[config.mk]
export PLATFORM = sky130hd
export DESIGN_NAME = multicycle_ctrl_flat
export DESIGN_NICKNAME = d
export VERILOG_FILES = /design/src/rtl/ctrl_pkg.sv /design/src/rtl/multicycle_ctrl_if.sv /design/src/rtl/multicycle_ctrl_cond_check.sv /design/src/rtl/multicycle_ctrl.sv /design/src/flat_wrapper.sv
export SDC_FILE = /design/constraint.sdc
export NUM_CORES = 1
export LEC_CHECK = 0
export CORE_ASPECT_RATIO = 2
export CORE_UTILIZATION = 30
export DETAILED_ROUTE_END_ITERATION = 10
export PLACE_DENSITY = 0.83
export REMOVE_ABC_BUFFERS = 1
export SYNTH_ARGS = -nofsm -noshare
export SYNTH_HDL_FRONTEND = slang
export SYNTH_SLANG_ARGS = --single-unit
[constraint.sdc]
create_clock -name clk -period 1.85 [get_ports clk]
set_clock_uncertainty 0.15 [all_clocks]
set_input_delay 0.37 -clock clk [delete_from_list [all_inputs] [get_ports clk]]
set_output_delay 0.37 -clock clk [all_outputs]
set_load 0.05 [all_outputs]
[src/rtl/ctrl_pkg.sv]
// Shared encodings for the multi-cycle control FSM: states, ext/ALU/wb selects, cond and class codes.
// Latency: none (types and constants only).
// Backpressure: none (types and constants only).
package ctrl_pkg;

  // One state per phase of an instruction; exactly eight, so three bits cover them all.
  typedef enum logic [2:0] {
    ST_FETCH     = 3'd0,
    ST_DECODE    = 3'd1,
    ST_EXEC_DP   = 3'd2,
    ST_WB_ALU    = 3'd3,
    ST_EXEC_ADDR = 3'd4,
    ST_MEM       = 3'd5,
    ST_WB_MEM    = 3'd6,
    ST_BRANCH    = 3'd7
  } state_e;

  // Immediate-extension selects driven to the datapath.
  localparam logic [1:0] EXT_IMM8  = 2'b00;
  localparam logic [1:0] EXT_IMM12 = 2'b01;
  localparam logic [1:0] EXT_BR24  = 2'b10;
  localparam logic [1:0] EXT_ZERO  = 2'b11;

  // ALU opcodes the controller issues itself (address generation).
  localparam logic [3:0] ALU_ADD = 4'b0100;
  localparam logic [3:0] ALU_SUB = 4'b0010;

  // Supported condition codes; anything else never passes.
  localparam logic [3:0] COND_EQ = 4'b0000;
  localparam logic [3:0] COND_NE = 4'b0001;
  localparam logic [3:0] COND_GE = 4'b1010;
  localparam logic [3:0] COND_LT = 4'b1011;
  localparam logic [3:0] COND_GT = 4'b1100;
  localparam logic [3:0] COND_LE = 4'b1101;
  localparam logic [3:0] COND_AL = 4'b1110;

  // Instruction classes, instr[27:26].
  localparam logic [1:0] CLASS_DP  = 2'b00;
  localparam logic [1:0] CLASS_MEM = 2'b01;
  localparam logic [1:0] CLASS_BR  = 2'b10;
  localparam logic [1:0] CLASS_ILL = 2'b11;

  // Register-file write-back source selects.
  localparam logic [1:0] WB_ALU = 2'b00;
  localparam logic [1:0] WB_MEM = 2'b01;
  localparam logic [1:0] WB_PC  = 2'b10;

  // PC next-value selects.
  localparam logic [1:0] PC_PLUS4  = 2'b00;
  localparam logic [1:0] PC_BRANCH = 2'b01;

  // Extension op implied by the instruction class; a register-operand DP op gets ZERO.
  function automatic logic [1:0] ext_op_for(input logic [1:0] cls, input logic imm_bit);
    logic [1:0] op;
    op = EXT_ZERO;
    case (cls)
      CLASS_DP:  op = imm_bit ? EXT_IMM8 : EXT_ZERO;
      CLASS_MEM: op = EXT_IMM12;
      CLASS_BR:  op = EXT_BR24;
      default:   op = EXT_ZERO;
    endcase
    return op;
  endfunction

endpackage

[src/rtl/multicycle_ctrl_if.sv]
// Control bundle between the multi-cycle sequencer and the datapath/memory side.
// Latency: none (wires only).
// Backpressure: mem_ready is the only stall input; mem_req is held until it is seen.
interface multicycle_ctrl_if;

  logic [31:0] instr;
  logic [3:0]  flags;
  logic        mem_ready;

  logic [1:0]  ext_op;
  logic        ir_we;
  logic        pc_we;
  logic [1:0]  pc_src;
  logic        alu_src_b;
  logic [3:0]  alu_op;
  logic        flags_we;
  logic        reg_we;
  logic [1:0]  wb_sel;
  logic        mem_req;
  logic        mem_we;
  logic        mem_addr_sel;
  logic        retire;
  logic        illegal;
  logic        bus_err;

  // Controller side: consumes IR/flags/ready, drives every control strobe.
  modport master (
    input  instr, flags, mem_ready,
    output ext_op, ir_we, pc_we, pc_src, alu_src_b, alu_op, flags_we,
           reg_we, wb_sel, mem_req, mem_we, mem_addr_sel, retire, illegal, bus_err
  );

  // Datapath/memory side: mirror image of the controller.
  modport slave (
    output instr, flags, mem_ready,
    input  ext_op, ir_we, pc_we, pc_src, alu_src_b, alu_op, flags_we,
           reg_we, wb_sel, mem_req, mem_we, mem_addr_sel, retire, illegal, bus_err
  );

endinterface

[src/rtl/multicycle_ctrl_cond_check.sv]
// Condition-code evaluation: (cond, NZCV) -> pass.
// Latency: combinational.
// Backpressure: none.
module cond_check
  import ctrl_pkg::*;
(
  input  logic [3:0] cond_i,
  input  logic [3:0] flags_i,
  output logic       pass_o
);

  logic n_flag;
  logic z_flag;
  logic v_flag;
  logic unused_carry;

  assign n_flag = flags_i[3];
  assign z_flag = flags_i[2];
  assign v_flag = flags_i[0];
  // Carry is not consulted by any supported condition.
  assign unused_carry = flags_i[1];

  // Unsupported encodings fall to the default and fail.
  always_comb begin
    pass_o = 1'b0;
    case (cond_i)
      COND_EQ: pass_o = z_flag;
      COND_NE: pass_o = ~z_flag;
      COND_GE: pass_o = (n_flag == v_flag);
      COND_LT: pass_o = (n_flag != v_flag);
      COND_GT: pass_o = ~z_flag && (n_flag == v_flag);
      COND_LE: pass_o = z_flag || (n_flag != v_flag);
      COND_AL: pass_o = 1'b1;
      default: pass_o = 1'b0;
    endcase
  end

endmodule

[src/rtl/multicycle_ctrl.sv]
// Multi-cycle control FSM: fetch/decode/execute/mem/writeback sequencing with bounded memory waits.
// Latency: DP 4 cycles (compare 3), load 5, store 4, branch 3, annulled 2, plus memory wait cycles.
// Backpressure: FETCH/MEM hold mem_req until mem_ready; after 2**TIMEOUT_W-1 idle waits bus_err fires.
module multicycle_ctrl
  import ctrl_pkg::*;
#(
  parameter int TIMEOUT_W = 4
) (
  input  logic             clk,
  input  logic             rst,
  multicycle_ctrl_if.master bus
);

  localparam logic [TIMEOUT_W-1:0] WAIT_ONE = {{(TIMEOUT_W-1){1'b0}}, 1'b1};
  localparam logic [TIMEOUT_W-1:0] WAIT_MAX = {TIMEOUT_W{1'b1}};

  state_e               state_q;
  state_e               state_d;
  logic [TIMEOUT_W-1:0] wait_q;
  logic [TIMEOUT_W-1:0] wait_d;

  logic [1:0] instr_class;
  logic       imm_bit;
  logic [3:0] opc;
  logic       up_bit;
  logic       load_bit;
  logic       link_bit;
  logic       cond_pass;
  logic       mem_phase;
  logic       waiting;
  logic       timeout;
  logic       unused_instr_bits;

  assign instr_class = bus.instr[27:26];
  assign imm_bit     = bus.instr[25];
  assign opc         = bus.instr[24:21];
  assign link_bit    = bus.instr[24];
  assign up_bit      = bus.instr[23];
  assign load_bit    = bus.instr[20];
  // Register/immediate fields belong to the datapath, not to sequencing.
  assign unused_instr_bits = ^bus.instr[19:0];

  cond_check u_cond_check (
    .cond_i  (bus.instr[31:28]),
    .flags_i (bus.flags),
    .pass_o  (cond_pass)
  );

  // Only FETCH and MEM talk to memory; mem_ready elsewhere is ignored.
  assign mem_phase = (state_q == ST_FETCH) || (state_q == ST_MEM);
  assign waiting   = mem_phase && !bus.mem_ready;
  // A ready on the same cycle as the limit takes priority, since waiting requires !mem_ready.
  assign timeout   = waiting && (wait_q == WAIT_MAX);

  // State register and wait counter; reset restarts at FETCH and abandons any instruction in flight.
  always_ff @(posedge clk) begin
    if (rst) begin
      state_q <= ST_FETCH;
      wait_q  <= '0;
    end else begin
      state_q <= state_d;
      wait_q  <= wait_d;
    end
  end

  // Wait counter advances only while stalled; ready, timeout or leaving the state all clear it.
  always_comb begin
    wait_d = '0;
    if (waiting && !timeout) begin
      wait_d = wait_q + WAIT_ONE;
    end
  end

  // Next-state and control decode; all strobes stay low while reset is asserted.
  always_comb begin
    state_d          = state_q;
    bus.ext_op       = EXT_ZERO;
    bus.ir_we        = 1'b0;
    bus.pc_we        = 1'b0;
    bus.pc_src       = PC_PLUS4;
    bus.alu_src_b    = 1'b0;
    bus.alu_op       = ALU_ADD;
    bus.flags_we     = 1'b0;
    bus.reg_we       = 1'b0;
    bus.wb_sel       = WB_ALU;
    bus.mem_req      = 1'b0;
    bus.mem_we       = 1'b0;
    bus.mem_addr_sel = 1'b0;
    bus.retire       = 1'b0;
    bus.illegal      = 1'b0;
    bus.bus_err      = 1'b0;

    if (!rst) begin
      // IR is still being loaded during FETCH, so the extension op is only meaningful afterwards.
      if (state_q != ST_FETCH) begin
        bus.ext_op = ext_op_for(instr_class, imm_bit);
      end

      case (state_q)
        ST_FETCH: begin
          bus.mem_req      = 1'b1;
          bus.mem_addr_sel = 1'b0;
          if (bus.mem_ready) begin
            bus.ir_we  = 1'b1;
            bus.pc_we  = 1'b1;
            bus.pc_src = PC_PLUS4;
            state_d    = ST_DECODE;
          end else if (timeout) begin
            // Refetch the same PC: nothing was committed.
            bus.bus_err = 1'b1;
            state_d     = ST_FETCH;
          end
        end

        ST_DECODE: begin
          if (!cond_pass) begin
            bus.retire = 1'b1;
            state_d    = ST_FETCH;
          end else begin
            case (instr_class)
              CLASS_DP:  state_d = ST_EXEC_DP;
              CLASS_MEM: state_d = ST_EXEC_ADDR;
              CLASS_BR:  state_d = ST_BRANCH;
              default: begin
                bus.illegal = 1'b1;
                bus.retire  = 1'b1;
                state_d     = ST_FETCH;
              end
            endcase
          end
        end

        ST_EXEC_DP: begin
          bus.alu_src_b = imm_bit;
          bus.alu_op    = opc;
          bus.flags_we  = load_bit;
          // Compare/test ops only set flags, so they retire without a write-back cycle.
          if (opc[3:2] == 2'b10) begin
            bus.retire = 1'b1;
            state_d    = ST_FETCH;
          end else begin
            state_d = ST_WB_ALU;
          end
        end

        ST_WB_ALU: begin
          bus.reg_we = 1'b1;
          bus.wb_sel = WB_ALU;
          bus.retire = 1'b1;
          state_d    = ST_FETCH;
        end

        ST_EXEC_ADDR: begin
          bus.alu_src_b = 1'b1;
          bus.alu_op    = up_bit ? ALU_ADD : ALU_SUB;
          state_d       = ST_MEM;
        end

        ST_MEM: begin
          bus.mem_req      = 1'b1;
          bus.mem_addr_sel = 1'b1;
          bus.mem_we       = ~load_bit;
          if (bus.mem_ready) begin
            if (load_bit) begin
              state_d = ST_WB_MEM;
            end else begin
              bus.retire = 1'b1;
              state_d    = ST_FETCH;
            end
          end else if (timeout) begin
            // Drop the store qualifier so a late memory cannot complete a write.
            bus.mem_we  = 1'b0;
            bus.bus_err = 1'b1;
            state_d     = ST_FETCH;
          end
        end

        ST_WB_MEM: begin
          bus.reg_we = 1'b1;
          bus.wb_sel = WB_MEM;
          bus.retire = 1'b1;
          state_d    = ST_FETCH;
        end

        ST_BRANCH: begin
          bus.pc_we  = 1'b1;
          bus.pc_src = PC_BRANCH;
          bus.retire = 1'b1;
          // Link writes the old PC into the register file alongside the PC update.
          if (link_bit) begin
            bus.reg_we = 1'b1;
            bus.wb_sel = WB_PC;
          end
          state_d = ST_FETCH;
        end

        default: state_d = ST_FETCH;
      endcase
    end
  end

endmodule

[src/flat_wrapper.sv]
// flat-port wrapper written by rule: the top's interface ports become plain ports
module multicycle_ctrl_flat import ctrl_pkg::*;
#(
  parameter int TIMEOUT_W = 4
)
  (clk, rst, bus_instr, bus_flags, bus_mem_ready, bus_ext_op, bus_ir_we, bus_pc_we, bus_pc_src, bus_alu_src_b, bus_alu_op, bus_flags_we, bus_reg_we, bus_wb_sel, bus_mem_req, bus_mem_we, bus_mem_addr_sel, bus_retire, bus_illegal, bus_bus_err);
  multicycle_ctrl_if bus_i ();
  input  logic clk;
  input  logic rst;
  input wire logic [$bits(bus_i.instr)-1:0] bus_instr;
  input wire logic [$bits(bus_i.flags)-1:0] bus_flags;
  input wire logic [$bits(bus_i.mem_ready)-1:0] bus_mem_ready;
  output wire logic [$bits(bus_i.ext_op)-1:0] bus_ext_op;
  output wire logic [$bits(bus_i.ir_we)-1:0] bus_ir_we;
  output wire logic [$bits(bus_i.pc_we)-1:0] bus_pc_we;
  output wire logic [$bits(bus_i.pc_src)-1:0] bus_pc_src;
  output wire logic [$bits(bus_i.alu_src_b)-1:0] bus_alu_src_b;
  output wire logic [$bits(bus_i.alu_op)-1:0] bus_alu_op;
  output wire logic [$bits(bus_i.flags_we)-1:0] bus_flags_we;
  output wire logic [$bits(bus_i.reg_we)-1:0] bus_reg_we;
  output wire logic [$bits(bus_i.wb_sel)-1:0] bus_wb_sel;
  output wire logic [$bits(bus_i.mem_req)-1:0] bus_mem_req;
  output wire logic [$bits(bus_i.mem_we)-1:0] bus_mem_we;
  output wire logic [$bits(bus_i.mem_addr_sel)-1:0] bus_mem_addr_sel;
  output wire logic [$bits(bus_i.retire)-1:0] bus_retire;
  output wire logic [$bits(bus_i.illegal)-1:0] bus_illegal;
  output wire logic [$bits(bus_i.bus_err)-1:0] bus_bus_err;
  assign bus_i.instr = bus_instr;
  assign bus_i.flags = bus_flags;
  assign bus_i.mem_ready = bus_mem_ready;
  assign bus_ext_op = bus_i.ext_op;
  assign bus_ir_we = bus_i.ir_we;
  assign bus_pc_we = bus_i.pc_we;
  assign bus_pc_src = bus_i.pc_src;
  assign bus_alu_src_b = bus_i.alu_src_b;
  assign bus_alu_op = bus_i.alu_op;
  assign bus_flags_we = bus_i.flags_we;
  assign bus_reg_we = bus_i.reg_we;
  assign bus_wb_sel = bus_i.wb_sel;
  assign bus_mem_req = bus_i.mem_req;
  assign bus_mem_we = bus_i.mem_we;
  assign bus_mem_addr_sel = bus_i.mem_addr_sel;
  assign bus_retire = bus_i.retire;
  assign bus_illegal = bus_i.illegal;
  assign bus_bus_err = bus_i.bus_err;
  multicycle_ctrl #(.TIMEOUT_W(TIMEOUT_W)) u_core (.clk(clk), .rst(rst), .bus(bus_i));
endmodule
== After elaboration in Yosys (flattened, before gate mapping) ==
Index checks and enable logic that the tools add are counted.
W data, S select, Z words.

* Word-level logic and storage cells: 97
* Register bits: 7
* Input bits: 39

* Muxes and demuxes: 55
* Reduce and logical (&&, ||, !) cells: 17
* Equal/unequal tests: 19
* Bitwise logic cells: 3
* $add $sub $neg: 1

{| class="wikitable"
|+ Operators by type and width
! operator !! number
|-
| $mux W1 || 31
|-
| $eq A4 B4 Y1 const B || 6
|-
| $mux W3 || 6
|-
| $pmux W3 S6 || 1
|-
| $mux W2 || 7
|-
| $eq A3 B3 Y1 const B || 4
|-
| $pmux W3 S3 || 1
|-
| $pmux W4 S2 || 1
|-
| $pmux W1 S7 || 1
|-
| $eq A3 B2 Y1 const B || 2
|-
| $pmux W1 S2 || 3
|-
| $pmux W2 S3 || 1
|-
| $reduce_or A2 Y1 || 3
|-
| $reduce_or A3 Y1 || 2
|-
| $add A4 B1 Y4 const B || 1
|-
| $eq A2 B2 Y1 const B || 2
|-
| $eq A4 B1 Y1 const B || 1
|-
| $logic_and A1 B1 Y1 || 4
|-
| $logic_not A4 Y1 || 1
|-
| $mux W4 || 1
|-
| $pmux W1 S4 || 1
|-
| $pmux W2 S2 || 1
|-
| $eq A3 B1 Y1 const B || 1
|-
| $logic_not A3 Y1 || 1
|-
| 8 further kinds || 12
|}

== Depth between registers and ports, before layout ==
Gate-level depths: netlist of the first run.

* Depth after elaboration: 8
* Gate-level depth with buffers: 6

== Modules after synthesis ==
From an unflattened synthesis of the first run, not the netlist that was laid out.

* Cell total of the unflattened synthesis: 105
* Area, all modules: 794.5 µm²

{| class="wikitable"
|+ Modules (own cells, without submodules)
! module !! cells each !! sequential area each (µm²) !! area an instance (µm²) !! instances
|-
| multicycle_ctrl || 91 || 140.1 || 696.9 || 1
|-
| cond_check || 14 || 0.0 || 97.6 || 1
|}

== Worst setup path before layout of the first run ==
OpenSTA, ideal clock, no wires.

* Path kind: register to output
* Start point: register u_core.state_q[0]
* End point: output bus_mem_we
* Stages on the path, launching flop included: 4
* Path slack: -1.869 ns
* Buffers on the path: 1
* Data arrival time: 3.199 ns
* Required time: 1.330 ns
* Path through: dfxtp_1 clkbuf_1 nand2_1 a2111oi_0

* Cells in the longest elaborated chain, start to end: 8
* Elaborated cells on any way between the ends: 9
* Those cells by class: 1 x eq/ne; 4 x mux; 4 x reduce/logical

{| class="wikitable"
|+ Ends and longest elaborated chain
! item !! RTL line !! source
|-
| from (decl) || multicycle_ctrl.sv:17 || <nowiki>state_e state_q;</nowiki>
|-
| from (signal assigned) || multicycle_ctrl.sv:61 || <nowiki>state_q <= state_d;</nowiki>
|-
| $eq A3 B3 Y1 or $logic_not A3 Y1 (tied branches) || multicycle_ctrl.sv:50, multicycle_ctrl.sv:99 ||
|-
| $logic_or A1 B1 Y1 || multicycle_ctrl.sv:50 || <nowiki>assign mem_phase = (state_q == ST_FETCH) || (state_q == ST_MEM);</nowiki>
|-
| $logic_and A1 B1 Y1 || multicycle_ctrl.sv:51 || <nowiki>assign waiting = mem_phase && !bus.mem_ready;</nowiki>
|-
| $logic_and A1 B1 Y1 || multicycle_ctrl.sv:53 || <nowiki>assign timeout = waiting && (wait_q == WAIT_MAX);</nowiki>
|-
| $mux W1 || multicycle_ctrl.sv:170 || <nowiki>end else if (timeout) begin</nowiki>
|-
| $mux W1 || multicycle_ctrl.sv:163 || <nowiki>if (bus.mem_ready) begin</nowiki>
|-
| $mux W1 * || multicycle_ctrl.sv:99 || <nowiki>case (state_q)</nowiki>
|-
| $mux W1 * || multicycle_ctrl.sv:93 || <nowiki>if (!rst) begin</nowiki>
|-
| to (decl) || flat_wrapper.sv:23 || <nowiki>output wire logic [$bits(bus_i.mem_we)-1:0] bus_mem_we;</nowiki>
|}

Mark *: on every way between the ends. The rest lies on a longest branch, timed or not.

== Worst setup path in the final report of the first run ==
* Start point: input bus_instr[28]
* End point: output bus_retire

* Cells in the longest elaborated chain, start to end: 5
* Elaborated cells on any way between the ends: 11
* Those cells by class: 6 x eq/ne; 4 x mux; 1 x reduce/logical

{| class="wikitable"
|+ Ends and longest elaborated chain
! item !! RTL line !! source
|-
| from (decl) || flat_wrapper.sv:10 || <nowiki>input wire logic [$bits(bus_i.instr)-1:0] bus_instr;</nowiki>
|-
| $eq A4 B4 Y1 (tied with other cells) || multicycle_ctrl_cond_check.sv:26 || <nowiki>case (cond_i)</nowiki>
|-
| $pmux W1 S7 * || multicycle_ctrl_cond_check.sv:26 ||
|-
| $mux W1 * || multicycle_ctrl.sv:116 || <nowiki>if (!cond_pass) begin</nowiki>
|-
| $pmux W1 S4 * || multicycle_ctrl.sv:99 ||
|-
| $mux W1 * || multicycle_ctrl.sv:93 ||
|-
| to (decl) || flat_wrapper.sv:25 || <nowiki>output wire logic [$bits(bus_i.retire)-1:0] bus_retire;</nowiki>
|}

Marked as above.

==> impl_metrics.env, run 1 <==
export IMPL_run_status="finished with violations"
export IMPL_violations="negative setup slack"
export IMPL_synthAdderAreaFrac_pct=8.00
export IMPL_setup_tns_final_ns=-3.10
export IMPL_die_area_um2=2830
export IMPL_drt_antenna_violating_nets=0
export IMPL_grt_setup_unrepaired="true"
export IMPL_final_hold_fails=0
export IMPL_overflow=0
export IMPL_initial_utilization_pct=32.5
export IMPL_area_delta_synth_final_pct=167
export IMPL_synth_top_family_by_area="simple AND/OR/NAND/NOR gates"
export IMPL_final_max_slew_viol_count=0
export IMPL_synth_area_um2=782
export IMPL_power_spent_charging_and_discharging_nets_mw=0.274
export IMPL_ys_types=38
export IMPL_grt_first_pass_wirelength_um=6310
export IMPL_cell_count_after_synthesis=117
export IMPL_clock_root_buffer="sky130_fd_sc_hd__clkbuf_8"
export IMPL_maximum_fanout_count_along_the_critical_path=5
export IMPL_cts_buffers_inserted=3
export IMPL_final_setup_viol_count=15
export IMPL_synth_simple_area_share_pct=46.6
export IMPL_final_design_area_no_fill_um2=2090
export IMPL_switching_share_pct=35.3
export IMPL_top_level_ports=60
export IMPL_proportion_of_register_bits_with_asynchronous_set_or_reset_after_synthesis_pct=0
export IMPL_maxCapViolations=0
export IMPL_critical_path_slowest_cell="sky130_fd_sc_hd__dlygate4sd2_1"
export IMPL_drt_vias_per_instance=5.81
export IMPL_multi_input_comb_area_um2=865
export IMPL_hp_start="u_core.wait_q[0]"
export IMPL_antenna_found_initial=0
export IMPL_dp_final_hpwl_um=2300
export IMPL_seq_power_share_pct=21.1
export IMPL_peakVddDrop_v=0.000455
export IMPL_placeableCoreArea_um2=2410
export IMPL_drive_gt1_share_pct=67.6
export IMPL_globalRouteTotalUtil_pct=30.9
export IMPL_syn_area_per_cell_um2=6.68
export IMPL_layout_filler_cells=102
export IMPL_flop_and_latch_count_out_of_synthesis=7
export IMPL_buffer_ports_inserted=37
export IMPL_arrival_ns=1.82
export IMPL_p_per_area_nw_per_um2=372
export IMPL_crit_path_launch_type="input port"
export IMPL_synth_compound_area_share_pct=17.0
export IMPL_synth_yosys_seq_area_share_pct=17.9
export IMPL_chipWidth_um=38.1
export IMPL_rr_startpoint="u_core.state_q[2]"
export IMPL_clkPwrFrac_pct=28.4
export IMPL_die_h_um=74.2
export IMPL_critPathLaunch="bus_instr[28]"
export IMPL_fin_nets=249
export IMPL_post_synth_most_frequent_cells="sky130_fd_sc_hd__nor2_1, sky130_fd_sc_hd__nand3_1, sky130_fd_sc_hd__nand2_1"
export IMPL_critPathRequiredTime_ns=1.33
export IMPL_min_period_ns=2.34
export IMPL_detail_route_wl_per_cell_um=21.9
export IMPL_clkTransAtPathRegs_ns=0.04
export IMPL_worst_path_most_repeated_cell="sky130_fd_sc_hd__buf_6"
export IMPL_power_static_leakage_nw=0.890
export IMPL_detailed_place_area_um2=1610
export IMPL_register_area_um2=146
export IMPL_fp_row_count=25
export IMPL_share_of_the_clock_period_used_by_the_worst_path_pct=126
export IMPL_detail_route_first_pass_iterations=4
export IMPL_cts_hold_repair_buffers=0
export IMPL_antennaDiodeCount=0
export IMPL_clkLatencyLatePin_ns=0.23
export IMPL_synth_xor_area_share_pct=3.36
export IMPL_worst_hold_path_type="register to register"
export IMPL_p_int_mw=0.502
export IMPL_synth_top_area_share_pct=17.9
export IMPL_grtUsageMet3_pct=6.87
export IMPL_layer_with_the_highest_usage_after_global_routing="met2"
export IMPL_ys_warnings_count=0
export IMPL_critical_path_cell_chain="dlygate4sd2_1 > buf_6 > nand3_1 > a21oi_1 > nor3_2 > o21a_4 > a22o_1 > buf_6"
export IMPL_via_count=1343
export IMPL_detail_route_wirelength_um=5070
export IMPL_finalPower_mw=0.776
export IMPL_pin_count_of_the_biggest_net_entering_global_routing=13
export IMPL_htreeDepth=1
export IMPL_grt_util_met1_pct=27.4
export IMPL_synth_most_common_cell="sky130_fd_sc_hd__nor2_1"
export IMPL_drc=0
export IMPL_use_met2_pct=58.2
export IMPL_drt_iter0_markers=69
export IMPL_vias_in_the_first_global_route=1426
export IMPL_postSynth_topFlopCell="sky130_fd_sc_hd__dfxtp_1"
export IMPL_synth_enable_flop_cells=0
export IMPL_largest_cells_by_area_after_synthesis="sky130_fd_sc_hd__dfxtp_1, sky130_fd_sc_hd__nor2_1, sky130_fd_sc_hd__ha_1, sky130_fd_sc_hd__nand3_1, sky130_fd_sc_hd__nor2b_1"
export IMPL_critical_path_class="input port to primary output"
export IMPL_cts_sink_count=7
export IMPL_synth_top_cell_by_area="sky130_fd_sc_hd__dfxtp_1"
export IMPL_setup_slack_of_the_critical_path_after_layout_ns=-0.490
export IMPL_timing_critical_path_to_type="primary output"
export IMPL_gp_routability_congestion=0.978
export IMPL_power_combinational_fraction_pct=50.6
export IMPL_max_stage_delay_ns=0.25
export IMPL_clock_tree_from_tritoncts="built"
export IMPL_max_frequency_mhz=427
export IMPL_ctsLongestPathBuffers=2
export IMPL_share_of_cell_area_taken_by_muxes_after_synthesis_pct=1.28
area by class of cell:
class | instances | area share, %
inverters | 4 | 0.959
clock buffers | 4 | 2.16
repair buffers | 89 | 46.8
multi-input cells | 100 | 41.4
flip-flops and latches | 7 | 7.01
well taps | 27 | 1.62
final timing paths:
| check | to | slack [ns] | cells past startpoint |
|---|---|---|---|
| worst max-delay path | bus_retire | -0.49 | 8 |
| worst max register to register | u_core.wait_q[0] | 0.01 | 8 |
| worst min register to register | u_core.wait_q[0] | 0.39 | 2 |
| worst min-delay path | u_core.wait_q[0] | 0.39 | 2 |
sequential cells by signal, summed over array words and instances, names as in the netlist:
| signal | cells |
|---|---|
| u_core.wait_q | 4 |
| u_core.state_q | 3 |
cells by family after synthesis:
logic type                 count (synthesis)
DFF                                        7
and+or+nand+nor                           71
muxes                                      1
AOI/OAI and AO/OA                         19
adders and majority gates                  5
buffers and inverters                     10
other                                      1
xor gates and xnor gates                   3
power groups by stage:
stage | Sequential, mW | Combinational [mW] | Clock [mW]
floorplan | 0.166 | 0.110 | 0
global placement | 0.162 | 0.263 | 0
detailed placement | 0.163 | 0.270 | 0
CTS | 0.162 | 0.333 | 0.216
global route | 0.164 | 0.408 | 0.224
finish | 0.163 | 0.393 | 0.220
metal layers:
| layer | vias to the layer above | part of all wire [%] | wire length [um] |
|---|---|---|---|
| met5 | - | 0 | 0 |
| met3 | 26 | 6.4 | 323 |
| met2 | 85 | 54 | 2730 |
| li1 | 581 | - | - |
| met1 | 651 | 34 | 1730 |
| met4 | 0 | 5.7 | 287 |
cell usage in the layout (no fill, tap or decap), types with 3 or more instances in the layout:
cell                              instances
sky130_fd_sc_hd__nor2_2                   5
sky130_fd_sc_hd__clkbuf_8                 3
sky130_fd_sc_hd__and3_4                   4
sky130_fd_sc_hd__nor2_1                  14
sky130_fd_sc_hd__buf_4                   41
sky130_fd_sc_hd__buf_8                    5
sky130_fd_sc_hd__nor2b_4                  5
sky130_fd_sc_hd__buf_12                  17
sky130_fd_sc_hd__nand2_1                  3
sky130_fd_sc_hd__nand2_2                  4
sky130_fd_sc_hd__dlygate4sd2_1            6
sky130_fd_sc_hd__nor3_2                   4
sky130_fd_sc_hd__a21oi_1                  3
sky130_fd_sc_hd__dfxtp_2                  5
sky130_fd_sc_hd__o21ai_1                  3
sky130_fd_sc_hd__buf_6                   13
sky130_fd_sc_hd__nand3_1                  8
sky130_fd_sc_hd__clkdlybuf4s50_1          3
sky130_fd_sc_hd__ha_1                     3
metrics by stage:
| step | hold slack (ns) | utilization [%] | instances | setup WS (ns) |
|---|---|---|---|---|
| finish | 0.388 | 86.6 | 231 | -0.490 |
| global route | 0.398 | 86.6 | 231 | -0.532 |
| CTS | 0.390 | 81.4 | 228 | -0.457 |
| detailed placement | 0.379 | 67.0 | 214 | -0.826 |
| global placement | 0.343 | 67.0 | 214 | -0.770 |
| floorplan | 0.268 | - | 111 | -1.87 |
critical path: cells and delay by family:
family | cells | cell delay [ns]
AO/OA/AOI/OAI | 3 | 0.70
buffers and inverters | 3 | 0.56
AND/OR/NAND/NOR | 2 | 0.19
timing repair:
action                     4_1_cts  5_1_grt
setup endpoints to repair       23       20
setup buffers                   10        4
pin swaps                       23       14
gates resized for setup        105       28
No activity file was read; power rests on OpenSTA's default activity.
==> inputs of run 2 (changes only) <==
- SYNTH_HIERARCHICAL: default -> 1
==> impl_metrics.env, run 2 <==
export IMPL_critPathLaunch="bus_instr[31]"
export IMPL_drc=0
export IMPL_maxUsedRoutingLayer="met4"
export IMPL_syn_area_per_cell_um2=7.57
export IMPL_p_per_area_nw_per_um2=477
export IMPL_critPathCapture="bus_illegal"
export IMPL_maximum_fanout_count_along_the_critical_path=3
export IMPL_grt_first_pass_wirelength_um=5350
export IMPL_area_delta_synth_final_pct=149
export IMPL_fp_row_count=26
export IMPL_die_h_um=74.8
export IMPL_register_area_um2=151
export IMPL_clkTransAtPathRegs_ns=0.04
export IMPL_worst_r2r_setup_slack_ns=0.12
export IMPL_detailroute_wirelength_met2_um=2350
export IMPL_detailed_place_area_um2=1570
export IMPL_cts_sink_count=7
export IMPL_most_common_cell_after_layout_fill_and_taps_aside="sky130_fd_sc_hd__buf_4"
export IMPL_wl_met1_um=1560
export IMPL_max_frequency_mhz=437
export IMPL_maxCapViolations=0
export IMPL_setup_slack_of_the_critical_path_after_layout_ns=-0.437
export IMPL_proportion_of_register_bits_with_asynchronous_set_or_reset_after_synthesis_pct=0
export IMPL_share_of_the_clock_period_used_by_the_worst_path_pct=124
export IMPL_htreeDepth=1
export IMPL_worst_hold_path_type="register to register"
export IMPL_power_static_leakage_nw=0.821
export IMPL_ys_warnings_count=6
export IMPL_detail_route_wl_per_cell_um=21.2
export IMPL_violations="negative setup slack"
export IMPL_antennaDiodeCount=0
export IMPL_dp_final_hpwl_um=2430
export IMPL_clock_root_buffer="sky130_fd_sc_hd__clkbuf_8"
export IMPL_drt_antenna_violating_nets=0
export IMPL_final_max_slew_viol_count=0
export IMPL_arrival_ns=1.77
export IMPL_ys_types=43
export IMPL_r2r_worst_path_cells=6
export IMPL_peakVddDrop_v=0.000657
export IMPL_drt_iter0_markers=57
export IMPL_placeableCoreArea_um2=2540
export IMPL_crit_path_launch_type="input port"
export IMPL_layout_filler_cells=137
export IMPL_drt_vias_per_instance=5.78
export IMPL_largestRegisters="u_core/wait_q: 4 flops, u_core/state_q: 3 flops"
export IMPL_layout_cells_most_common_list="sky130_fd_sc_hd__buf_4, sky130_fd_sc_hd__buf_12, sky130_fd_sc_hd__buf_6, sky130_fd_sc_hd__nor2_1"
export IMPL_clkLatencyLatePin_ns=0.23
export IMPL_drive_gt1_share_pct=67.8
export IMPL_pre_cts_ws_ns=-0.812
export IMPL_top_level_ports=60
export IMPL_cts_hold_repair_buffers=0
export IMPL_synth_enable_flop_cells=0
export IMPL_vias_in_the_first_global_route=1216
export IMPL_via_count=1184
export IMPL_die_area_um2=2870
export IMPL_post_synth_most_frequent_cells="sky130_fd_sc_hd__nor2_1, sky130_fd_sc_hd__inv_1, sky130_fd_sc_hd__dfxtp_1"
export IMPL_pin_count_of_the_biggest_net_entering_global_routing=9
export IMPL_chipWidth_um=38.4
export IMPL_overflow=0
export IMPL_critPathRequiredTime_ns=1.33
export IMPL_cts_buffers_inserted=3
export IMPL_largest_cells_by_area_after_synthesis="sky130_fd_sc_hd__dfxtp_1, sky130_fd_sc_hd__ha_1, sky130_fd_sc_hd__nor2_1, sky130_fd_sc_hd__and3_1, sky130_fd_sc_hd__inv_1"
export IMPL_grt_setup_unrepaired="true"
export IMPL_largest_register_ffs=4
export IMPL_rr_startpoint="u_core/state_q[2]"
export IMPL_clock_tree_from_tritoncts="built"
export IMPL_timing_critical_path_to_type="primary output"
export IMPL_final_setup_viol_count=15
export IMPL_cell_count_after_synthesis=105
export IMPL_detail_route_first_pass_iterations=4
export IMPL_gp_routability_congestion=0.865
export IMPL_largest_register="u_core/wait_q"
export IMPL_synth_area_um2=795
export IMPL_min_period_ns=2.29
export IMPL_final_hold_fails=0
export IMPL_run_status="finished with violations"
export IMPL_globalRouteTotalUtil_pct=26.4
export IMPL_multi_input_comb_area_um2=848
export IMPL_ctsLongestPathBuffers=2
export IMPL_detail_route_wirelength_um=4340
export IMPL_fin_nets=223
export IMPL_postSynth_topFlopCell="sky130_fd_sc_hd__dfxtp_1"
export IMPL_initial_utilization_pct=31.3
export IMPL_flop_and_latch_count_out_of_synthesis=7
export IMPL_antenna_found_initial=0
export IMPL_dr_wl_met3_um=252
export IMPL_synth_yosys_seq_area_share_pct=17.6
export IMPL_critical_path_class="input port to primary output"
export IMPL_synth_most_common_cell="sky130_fd_sc_hd__nor2_1"
export IMPL_buffer_ports_inserted=37
export IMPL_synth_top_area_share_pct=17.6
export IMPL_regToRegEndpoint="u_core/state_q[0]"
export IMPL_synth_top_cell_by_area="sky130_fd_sc_hd__dfxtp_1"
export IMPL_final_design_area_no_fill_um2=1980
-- run 2: cell types whose count changed in the layout (fill, tap and decap cells not counted), sizes merged, moves of 3 or more --
cell,previous run,this run
buf,78,63
inv,4,9
nand2,8,5
nand3,9,5
nor2b,7,1
nor2,21,16
-- run 2: worst max-delay path, stage by stage --
cell and delay, ns:
sky130_fd_sc_hd__buf_8 0.10, sky130_fd_sc_hd__or2_4 0.27, sky130_fd_sc_hd__o22ai_2 0.16, sky130_fd_sc_hd__a22oi_2 0.12, sky130_fd_sc_hd__o211ai_2 0.20, sky130_fd_sc_hd__and3_4 0.22, sky130_fd_sc_hd__and3b_2 0.20, sky130_fd_sc_hd__buf_12 0.13
-- run 2: area by class of cell --
type	instances	area share, %
clock buffer	4	2.27
tap	28	1.77
sequential	7	7.64
inverter	9	1.96
timing repair buffer	73	43.6
multi-input combinational	84	42.8
-- run 2: kinds of logic (layout without fill, tap and decap cells) --
kind of cell	count (synthesis)	after routing	synth area share, %
AND/OR/NAND/NOR	52	52	38.9
AO/OA/AOI/OAI	21	21	19.2
buffers and inverters	14	86	8.98
flip-flops	7	7	17.6
adder cells (fa/ha/maj)	6	6	9.45
XOR/XNOR	4	4	5.36
other	1	1	0.472
-- run 2: where the power goes --
group / leakage, nW / internal [mW] / switching, mW
sequential: 0.0591 / 0.163 / 0.0297
clock: 0.0228 / 0.149 / 0.0652
combinational: 0.739 / 0.252 / 0.286
-- run 2: routing by layer --
metal,GRT usage (%),up-vias
met5,0,-
met4,19.5,0
met3,4.13,17
met2,51.0,64
met1,21.9,582
li1,-,521
-- run 2: what timing repair did --
action	CTS	global route
gates cloned	0	0
endpoints found under the hold margin	0	0
buffers inserted	5	2
pin swaps	26	16
setup endpoints to repair	23	20
resized for setup	94	36
-- run 2: how the worst min path moves through the flow --
stage | from | end | slack, ns | cells after the start
after global routing | u_core/wait_q[0] | u_core/wait_q[0] | 0.34 | 1
after CTS | u_core/wait_q[0] | u_core/wait_q[0] | 0.32 | 1
final | u_core/wait_q[0] | u_core/wait_q[0] | 0.32 | 1
after floorplan | u_core/wait_q[0] | u_core/wait_q[0] | 0.27 | 1
after global placement | u_core/wait_q[0] | u_core/wait_q[0] | 0.28 | 1
after detailed placement | u_core/wait_q[0] | u_core/wait_q[0] | 0.31 | 1
-- run 2: per-stage QoR --
step           TNS, ns  util (%)  hold slack (ns)  total power, mW  instances
2_1_floorplan    -5.93         -            0.268            0.365        100
3_3_place_gp     -7.16      61.9            0.276            0.580        196
3_5_place_dp     -7.89      61.9            0.311            0.592        196
4_1_cts          -1.17      71.9            0.316            0.866        203
5_1_grt          -2.69      78.1            0.341            0.981        205
6_report         -1.90      78.1            0.325            0.945        205
